**config.mk**
```make
export PLATFORM = sky130hd
export DESIGN_NAME = ripple_down_counter_flat
export DESIGN_NICKNAME = d
export VERILOG_FILES = /design/src/rtl/ripple_down_counter_if.sv /design/src/rtl/ripple_down_counter.sv /design/src/flat_wrapper.sv
export SDC_FILE = /design/constraint.sdc
export NUM_CORES = 1
export LEC_CHECK = 0
export ABC_AREA = 1
export CAP_MARGIN = 5
export CORE_UTILIZATION = 40
export CTS_CLUSTER_DIAMETER = 200
export DETAILED_ROUTE_END_ITERATION = 8
export DONT_BUFFER_PORTS = 1
export PLACE_DENSITY = 0.6
export RECOVER_POWER = 100
export SKIP_LAST_GASP = 1
export SYNTH_ARGS = -nofsm -noshare
export SYNTH_HDL_FRONTEND = slang
export SYNTH_SLANG_ARGS = --single-unit
```
**constraint.sdc**
```tcl
create_clock -name in_clock -period 3.65 [get_ports in_clock]
set_input_delay 0.1825 -clock in_clock [delete_from_list [all_inputs] [get_ports in_clock]]
set_output_delay 0.1825 -clock in_clock [all_outputs]
set_load 0.01 [all_outputs]
```
**src/rtl/ripple_down_counter_if.sv**
```systemverilog
`default_nettype none
// ============================================================================
// ripple_down_counter_if : control/status bundle for the ripple down-counter
// Rev 1.0
// ============================================================================
interface ripple_down_counter_if;
    logic       in_enable;
    logic       in_load;
    logic [7:0] in_load_value;
    logic       in_auto_reload;
    logic [7:0] out_value;
    logic       out_zero;
    logic       out_terminal;
    logic [1:0] out_state;

    modport master (
        output in_enable,
        output in_load,
        output in_load_value,
        output in_auto_reload,
        input  out_value,
        input  out_zero,
        input  out_terminal,
        input  out_state
    );

    modport slave (
        input  in_enable,
        input  in_load,
        input  in_load_value,
        input  in_auto_reload,
        output out_value,
        output out_zero,
        output out_terminal,
        output out_state
    );
endinterface
`default_nettype wire

```
**src/rtl/ripple_down_counter.sv**
```systemverilog
`default_nettype none
// ============================================================================
// ripple_down_counter : 8-bit loadable down-counter, one-shot or periodic,
//                       decrement built from a ripple chain of full adders
// Rev 1.0
// ============================================================================
module rdc_full_adder (
    input  wire logic i_a,
    input  wire logic i_b,
    input  wire logic i_ci,
    output logic      o_s,
    output logic      o_co
);
    assign o_s  = i_a ^ i_b ^ i_ci;
    assign o_co = (i_a & i_b) | (i_ci & (i_a ^ i_b));
endmodule

module ripple_down_counter (
    input  wire logic             in_clock,
    input  wire logic             in_reset,
    ripple_down_counter_if.slave  bus
);
    localparam logic [1:0] c_st_idle = 2'b00;
    localparam logic [1:0] c_st_run  = 2'b01;
    localparam logic [1:0] c_st_halt = 2'b10;
    localparam logic [7:0] c_minus_one = 8'hFF;

    logic [1:0] r_state;
    logic [7:0] r_value;
    logic [7:0] r_reload;
    logic       r_terminal;

    logic [1:0] w_next_state;
    logic [7:0] w_next_value;
    logic [7:0] w_next_reload;
    logic       w_next_terminal;

    logic [7:0] w_dec;
    logic [8:0] w_carry;
    logic       w_unused_carry;

    // value - 1 as value + 8'hFF; the final carry-out is intentionally dropped
    assign w_carry[0] = 1'b0;

    generate
        for (genvar g = 0; g < 8; g++) begin : g_ripple
            rdc_full_adder u_fa (
                .i_a  (r_value[g]),
                .i_b  (c_minus_one[g]),
                .i_ci (w_carry[g]),
                .o_s  (w_dec[g]),
                .o_co (w_carry[g+1])
            );
        end
    endgenerate

    assign w_unused_carry = w_carry[8];

    always_ff @(posedge in_clock) begin
        if (in_reset) begin
            r_state    <= c_st_idle;
            r_value    <= 8'h00;
            r_reload   <= 8'h00;
            r_terminal <= 1'b0;
        end else begin
            r_state    <= w_next_state;
            r_value    <= w_next_value;
            r_reload   <= w_next_reload;
            r_terminal <= w_next_terminal;
        end
    end

    always_comb begin
        w_next_state    = r_state;
        w_next_value    = r_value;
        w_next_reload   = r_reload;
        w_next_terminal = 1'b0;
        if (bus.in_load) begin
            // a load wins over any decrement, reload or terminal event
            w_next_reload = bus.in_load_value;
            w_next_value  = bus.in_load_value;
            w_next_state  = (bus.in_load_value == 8'h00) ? c_st_halt : c_st_run;
        end else begin
            case (r_state)
                c_st_run: begin
                    if (bus.in_enable) begin
                        if (r_value == 8'h00) begin
                            if (bus.in_auto_reload) begin
                                w_next_value = r_reload;
                            end else begin
                                w_next_state = c_st_halt;
                            end
                        end else if (r_value == 8'h01) begin
                            w_next_value    = w_dec;
                            w_next_terminal = 1'b1;
                            w_next_state    = bus.in_auto_reload ? c_st_run : c_st_halt;
                        end else begin
                            w_next_value = w_dec;
                        end
                    end
                end
                default: begin
                    w_next_state = r_state;
                end
            endcase
        end
    end

    always_comb begin
        bus.out_value    = r_value;
        bus.out_zero     = (r_value == 8'h00);
        bus.out_terminal = r_terminal;
        bus.out_state    = r_state;
    end
endmodule
`default_nettype wire

```
**src/flat_wrapper.sv**
```systemverilog
// flat-port wrapper written by rule: the top's interface ports become plain ports
module ripple_down_counter_flat 
  (in_clock, in_reset, bus_in_enable, bus_in_load, bus_in_load_value, bus_in_auto_reload, bus_out_value, bus_out_zero, bus_out_terminal, bus_out_state);
  ripple_down_counter_if bus_i ();
  input  wire logic in_clock;
  input  wire logic in_reset;
  input wire logic [$bits(bus_i.in_enable)-1:0] bus_in_enable;
  input wire logic [$bits(bus_i.in_load)-1:0] bus_in_load;
  input wire logic [$bits(bus_i.in_load_value)-1:0] bus_in_load_value;
  input wire logic [$bits(bus_i.in_auto_reload)-1:0] bus_in_auto_reload;
  output wire logic [$bits(bus_i.out_value)-1:0] bus_out_value;
  output wire logic [$bits(bus_i.out_zero)-1:0] bus_out_zero;
  output wire logic [$bits(bus_i.out_terminal)-1:0] bus_out_terminal;
  output wire logic [$bits(bus_i.out_state)-1:0] bus_out_state;
  assign bus_i.in_enable = bus_in_enable;
  assign bus_i.in_load = bus_in_load;
  assign bus_i.in_load_value = bus_in_load_value;
  assign bus_i.in_auto_reload = bus_in_auto_reload;
  assign bus_out_value = bus_i.out_value;
  assign bus_out_zero = bus_i.out_zero;
  assign bus_out_terminal = bus_i.out_terminal;
  assign bus_out_state = bus_i.out_state;
  ripple_down_counter u_core (.in_clock(in_clock), .in_reset(in_reset), .bus(bus_i));
endmodule
```
==> summary.md, run 1 <==
| Metric | Value |
|---|---|
| RR Startpoint | `u_core.bus.out_value[0]` |
| Post-synthesis simple-gate area fraction | `between 30 and 40%` |
| Synth area leaders | `dfxtp_1 (33%), nand2_1 (14%), ha_1 (8.7%), nor2_1 (7.8%), inv_1 (6.2%)` |
| Initial antenna violation count | `0` |
| Crit-path most repeated cell | `o21ai_0` |
| Post-route minimum period | `between 2 and 2.5 ns` |
| DRT Pass-1 Iters | `4` |
| Post-Syn Area | `about 0.0012 mm²` |
| Setup CP Type | `reg2reg` |
| Vias in the first global route | `~930` |
| Worst vdd ir | `approximately 0.00023 V` |
| Worst slew pin tran | `between 1 and 1.5 ns` |
| Number of synthesized flops with an enable pin | `0` |
| ANT nets after route | `0` |
| # setup viols final | `0` |
| Synth Register Bits | `19` |
| Crit-path leading delay family | `compound AO/OA/AOI/OAI gates` |
| Cells after Synth | `171` |
| Compound-gate portion of the synthesized area | `12.2%` |
| Commonest cells in the netlist | `nand2_1 (43), nor2_1 (24), dfxtp_1 (19), inv_1 (19), nand3_1 (12)` |
| Post-synth top area share | `32.9%` |
| Placed Area | `around 0.0011 mm²` |
| Post-synthesis mux area share | `0%` |
| Min-delay src | `bus_in_load` |
| Main combinational cell family by area after synthesis | `simple AND/OR/NAND/NOR gates` |
| First-pass GRT wire length | `between 4000 and 5000 µm` |
| CTS Root Cell | `clkbuf_4` |
| Design area | `about 0.0011 mm²` |
| Synthesized area per cell | `just under 7 µm²` |
| Max incr delay on CP | `1.01 ns` |
| FFs w/ async S/R, synth | `0%` |
| Seq/Total Area, Yosys | `around a third` |
| Die footprint | `0.00311 mm²` |
| Critical Path AT | `2.65 ns` |
| Die height | `about 56 µm` |
| Layout cells sized above 1 | `about 6.1%` |
| Ports | `25` |
| Leak pwr | `between 0.5 and 0.6 nW` |
| Worst hold path type | `in2reg` |
| GP Congestion | `between 0.7 and 0.8` |
| Synth Area in Adders | `between 8 and 9%` |
| Core Box Area | `~0.0027 mm²` |
| Final setup margin | `approximately 1.2 ns` |
| Routed vias | `between 1000 and 1500` |
| Fin. Hold Viols | `0` |
| ANT cells | `0` |
| Crit start category | `flop` |
| RSZ-0062 raised after global routing | `no` |
| Drt wl/cell | `between 10 and 15 µm` |
| Run status | `finished, final reports clean` |
| CP endpoint kind | `flop` |
| Max FO, Critical Path | `12` |
| Max-Cap Viols | `0` |
| Rel. slew slack | `12.5%` |
| Post-Place Worst Slack | `approximately 1.4 ns` |
| GR Util All Layers | `roughly 17%` |
| Remaining DRCs | `0` |
| Critical path's slowest cell | `o21ai_0` |
| Gr ovfl total | `0` |
| Largest area contributor in the netlist | `dfxtp_1` |
| Syn nets | `approximately 190` |
| # Post-CTS Setup Buffers | `0` |
| Setup TNS | `0 ns` |
| CTS clk-pin slew, worst paths | `0.11 ns` |
| Area growth, synth to finish | `-2.92%` |
| Clock skew | `approximately 0.0017 ns` |
| Clock Latency Late Sink | `approximately 0.3 ns` |
| Yosys cell types | `23` |
| CTS buffer count | `3` |
| CP bufs+invs | `3` |
| Pwr Density | `~430 mW/mm²` |
| Part of the cycle the worst path needs | `between 60% and 70%` |
| Non-Filler Instances | `a little under 200` |
| Initial detailed-routing violation count | `between 40 and 50` |
| Largest net degree at the start of global routing | `16` |
| CTS tree | `yes` |
| Req. time, crit path | `3.86 ns` |
| Yosys Warn Count | `0` |
| Vias per cell | `about 5.1` |
| Die Width | `roughly 56 µm` |
| Slew Limit Fails | `0` |
| CTS Sinks | `19` |
| Hpwl dp | `approximately 1900 µm` |
| PortBufs | `0` |
| Min Hold Slack | `between 0.05 and 0.06 ns` |
| Top-count cell post-synth | `nand2_1` |
| Final nets | `186` |
| Fmax | `roughly 410 MHz` |
| Initial Utilization | `a little over two fifths` |
| Post-synthesis xor/xnor area fraction | `0%` |
| Drt total wl | `~2400 µm` |
| CTS HTree Levels | `1` |
| CTS max path bufs | `2` |
| Critical Path, Cell by Cell | `inv_1 -> ha_1 -> nand3_1 -> inv_2 -> nand2_4 -> o21ai_0 -> inv_4 -> o21ai_0 -> nor2_1` |
| Critical Path Start | `u_core.bus.out_value[0]` |
| Site Rows | `19` |
| Ys flop type | `dfxtp_1` |
| DP Cell Count | `190` |
worst reg2reg max path: cells and delay by family, from the launching register on:
family | cells | cell delay, ns
buf+inv | 3 | 0.30
fa+ha+maj | 1 | 0.15
simple gates | 3 | 0.27
flops | 1 | 0.40
compound gates | 2 | 1.22
metal layers:
metal | part of all wire, % | global-route usage (%) | vias to the layer above
met2 | 41 | 25.1 | 26
met5 | 0 | 0 | -
met1 | 51 | 21.6 | 451
met4 | 2.5 | 7.86 | 0
li1 | - | - | 519
met3 | 4.8 | 5.81 | 7
power by group:
group	leakage, nW	total [mW]	switching, mW	internal (mW)
clock network	0.0150	0.111	0.0681	0.0426
registers	0.157	0.242	0.0182	0.224
logic	0.381	0.133	0.0849	0.0477
cell families after synthesis:
family,after synthesis
buffers and inverters,36
AND/OR/NAND/NOR,84
AO/OA/AOI/OAI,24
flip-flops,19
adder cells (fa/ha/maj),8
worst paths after layout:
kind | end | slack (ns) | cells after the start
min reg2reg | u_core.r_reload[1] | 0.48 | 2
max reg2reg | u_core.bus.out_value[6] | 1.20 | 9
min | u_core.r_reload[5] | 0.06 | 2
max | u_core.bus.out_value[6] | 1.20 | 9
state kept, by name, summed over array words and instances, names as in the netlist:
name                     count
u_core.r_reload              8
u_core.bus.out_state         2
u_core.bus.out_value         8
u_core.bus.out_terminal      1
cell usage in the layout (no fill, tap or decap):
| master | instances |
|---|---|
| nand2_1 | 43 |
| nor2_1 | 25 |
| inv_1 | 19 |
| dfxtp_1 | 19 |
| nand3_1 | 13 |
| o21ai_0 | 10 |
| ha_1 | 8 |
| o22ai_1 | 6 |
| a21oi_1 | 6 |
| inv_2 | 4 |
| clkbuf_4 | 3 |
| nand2_2 | 1 |
| nand2_4 | 1 |
| inv_4 | 1 |
| nor3_1 | 1 |
| o211ai_1 | 1 |
| o21ai_1 | 1 |
| clkbuf_1 | 1 |
| dlygate4sd3_1 | 1 |
repair_timing:
item                      in CTS  in global routing
hold buffers                   1                  0
gates resized for setup        0                  0
hold endpoints to repair       9                  0
metrics by stage:
| step | total power [mW] | util, % |
|---|---|---|
| floorplan | 0.377 | - |
| CTS | 0.498 | 41.9 |
| detailed placement | 0.386 | 40.5 |
| global placement | 0.384 | 40.5 |
| global route | 0.524 | 41.0 |
| finish | 0.486 | 41.0 |
layout make-up:
class                           count  area [µm²]
Tap cell                           31        38.8
Inverter                           24        92.6
Clock buffer                        4        26.3
Fill cell                         315        1610
Timing Repair Buffer                1        10.0
Sequential cell                    19         380
Multi-Input combinational cell    116         573
(Power assumes the default switching activity.)
==> inputs of run 2 (changes only) <==
- clock period: 3.65 -> 2.4 ns (I/O delays scaled with it)
==> summary.md, run 2 (synthesis results as in run 1) <==
| Metric | Value |
|---|---|
| Run status | `finished, final reports clean (unchanged)` |
| Routed vias | `1034 (was 1003)` |
| Largest net degree at the start of global routing | `16 (unchanged)` |
| GP Congestion | `0.820 (was 0.792)` |
| Die footprint | `0.00311 mm² (unchanged)` |
| Clk network pwr share | `22.2% (was 22.8%)` |
| Worst vdd ir | `0.000392 V (was 0.000227 V)` |
| CTS max path bufs | `2 (unchanged)` |
| Initial Utilization | `42.2% (unchanged)` |
| ANT cells | `0 (unchanged)` |
| Sw Share | `35.6% (was 35.3%)` |
| DP Cell Count | `191 (was 190)` |
| Vias per cell | `5.02 (was 5.14)` |
| RSZ-0062 raised after global routing | `no (unchanged)` |
| Layout cells sized above 1 | `6.86% (was 6.10%)` |
| Final nets | `197 (was 186)` |
| Core Box Area | `0.00273 mm² (unchanged)` |
| CTS buffer count | `3 (unchanged)` |
| Seq pwr share | `48.3% (was 49.9%)` |
| Clock skew | `0.0122 ns (was 0.00166 ns)` |
| Gr ovfl total | `0 (unchanged)` |
| Pwr Density | `618 mW/mm² (was 433 mW/mm²)` |
| RR Endpoint | `u_core.bus.out_value[7] (was u_core.bus.out_value[6])` |
| Leak pwr | `0.599 nW (was 0.553 nW)` |
| Clock Latency Late Sink | `0.31 ns (was 0.30 ns)` |
| Drt total wl | `2540 µm (was 2390 µm)` |
| PortBufs | `0 (unchanged)` |
| Commonest non-fill, non-tap cell in the layout | `nand2_1 (unchanged)` |
| Die height | `55.7 µm (unchanged)` |
| Crit-path most repeated cell | `ha_1 (was o21ai_0)` |
| CTS Sinks | `19 (unchanged)` |
| Logic pwr share | `29.5% (was 27.3%)` |
| Setup CP Type | `reg2reg (unchanged)` |
| Initial antenna violation count | `0 (unchanged)` |
| Final setup margin | `0.196 ns (was 1.20 ns)` |
| Total power | `758 µW (was 486 µW)` |
| Max FO, Critical Path | `4 (was 12)` |
| Fmax | `454 MHz (was 408 MHz)` |
| Worst slew pin tran | `0.789 ns (was 1.30 ns)` |
| Ports | `25 (unchanged)` |
| DRT Pass-1 Iters | `4 (unchanged)` |
| Psw | `270 µW (was 171 µW)` |
| Vias in the first global route | `928 (was 931)` |
| CTS tree | `yes (unchanged)` |
| RR Startpoint | `u_core.bus.out_value[1] (was u_core.bus.out_value[0])` |
| FF-to-FF setup slack | `0.20 ns (was 1.20 ns)` |
| Hpwl dp | `1850 µm (was 1890 µm)` |
| Req. time, crit path | `2.60 ns (was 3.86 ns)` |
| CTS Root Cell | `clkbuf_4 (unchanged)` |
| Min Hold Slack | `0.0110 ns (was 0.0579 ns)` |
| Critical Path, Cell by Cell | `inv_1 -> ha_1 -> ha_1 -> ha_1 -> ha_1 -> ha_1 -> ha_1 -> o21ai_0 -> a21oi_1 -> nand2_1 -> o211ai_1 -> nor2_1 -> nor2_1 (was inv_1 -> ha_1 -> nand3_1 -> inv_2 -> nand2_4 -> o21ai_0 -> inv_4 -> o21ai_0 -> nor2_1)` |
| Slew Limit Fails | `0 (unchanged)` |
| Drt wl/cell | `12.3 µm (about the same)` |
| First-pass GRT wire length | `4330 µm (was 4130 µm)` |
| Critical Path AT | `2.40 ns (was 2.65 ns)` |
| Rel. slew slack | `47.1% (was 12.5%)` |
| Post-Place Worst Slack | `0.181 ns (was 1.42 ns)` |
| Pint | `488 µW (was 314 µW)` |
| Post-route minimum period | `2.20 ns (was 2.45 ns)` |
| Max-Cap Viols | `0 (unchanged)` |
| Setup TNS | `0 ns (unchanged)` |
| Most frequent cells in the layout | `nand2_1 (43), nor2_1 (25), inv_1 (19) (was nand2_1 (43), nor2_1 (25), inv_1 (19), dfxtp_1 (19), nand3_1 (13))` |
| Fin. Hold Viols | `0 (unchanged)` |
| Remaining DRCs | `0 (unchanged)` |
| Worst R2R Path Depth | `13 (was 9)` |
| CP endpoint kind | `flop (unchanged)` |
| Non-Filler Instances | `206 (was 195)` |
| Max incr delay on CP | `0.37 ns (was 1.01 ns)` |
| Worst hold path type | `in2reg (unchanged)` |
| CTS HTree Levels | `1 (unchanged)` |
| ANT nets after route | `0 (unchanged)` |
| # setup viols final | `0 (unchanged)` |
| GR Util All Layers | `17.6% (was 16.8%)` |
| Die Width | `55.7 µm (unchanged)` |
| Crit start category | `flop (unchanged)` |
| Site Rows | `19 (unchanged)` |
| Critical path's slowest cell | `dfxtp_2 (was o21ai_0)` |
| Crit path to | `u_core.bus.out_value[7] (was u_core.bus.out_value[6])` |
| Part of the cycle the worst path needs | `91.8% (was 67.1%)` |
| Area growth, synth to finish | `6.28% (was -2.92%)` |
| Initial detailed-routing violation count | `44 (was 43)` |
| Critical Path Start | `u_core.bus.out_value[1] (was u_core.bus.out_value[0])` |
| CTS clk-pin slew, worst paths | `0.12 ns (was 0.11 ns)` |
run 2: changes by cell type in the layout (fill, tap and decap cells not counted), sizes merged:
cell         change
clkinv           +1
dlygate4sd3     +10
run 2: worst min-delay path by stage:
stage / from / slack (ns) / end / cells past startpoint
6_report: bus_in_load_value[0] / 0.01 / u_core.r_reload[0] / 2
5_1_grt: bus_in_enable / 0.02 / u_core.bus.out_terminal / 2
4_1_cts: bus_in_load_value[0] / 0.004 / u_core.r_reload[0] / 2
3_5_place_dp: in_reset / 0.19 / u_core.r_reload[7] / 1
3_3_place_gp: in_reset / 0.19 / u_core.r_reload[1] / 1
2_1_floorplan: bus_in_load_value[7] / 0.28 / u_core.r_reload[7] / 2
run 2: repair_timing:
item	CTS	global route
setup buffers	0	0
endpoints found under the hold margin	10	0
hold buffers	11	0
gates resized for setup	0	1
setup endpoints to repair	0	1
run 2: stage by stage:
stage	util, %	cell area, µm²
after global placement	40.8	1120
final	44.9	1230
after detailed placement	40.8	1120
after CTS	45.9	1250
after floorplan	-	1150
after global routing	44.9	1230
run 2: power by group through the flow:
stage,registers (mW),logic (mW),clock network [mW]
4_1_cts,0.367,0.236,0.173
3_3_place_gp,0.374,0.214,0
2_1_floorplan,0.363,0.210,0
5_1_grt,0.370,0.259,0.182
3_5_place_dp,0.374,0.216,0
6_report,0.366,0.224,0.168
run 2: metal layers:
| layer | vias to the layer above | share of wire, % | track usage [%] |
|---|---|---|---|
| met5 | - | 0 | 0 |
| met4 | 0 | 0.67 | 3.57 |
| met3 | 2 | 7.5 | 5.58 |
| met2 | 32 | 44 | 27.4 |
| met1 | 459 | 48 | 23.9 |
| li1 | 541 | - | - |
run 2: critical path, delay by kind of cell, from the launching register on:
kind / cells / cell delay [ns]
AO/OA/AOI/OAI: 3 / 0.27
adder cells (fa/ha/maj): 6 / 1.12
buffers and inverters: 1 / 0.08
flip-flops: 1 / 0.37
AND/OR/NAND/NOR: 3 / 0.26
run 2: final cells by class:
cell class / instances / area, µm²
clock buffers: 3 / 22.5
clock inverters: 1 / 5.00
fillers: 292 / 1510
inverters: 24 / 92.6
multi-input cells: 116 / 573
flip-flops and latches: 19 / 382
well taps: 31 / 38.8
repair buffers: 12 / 114
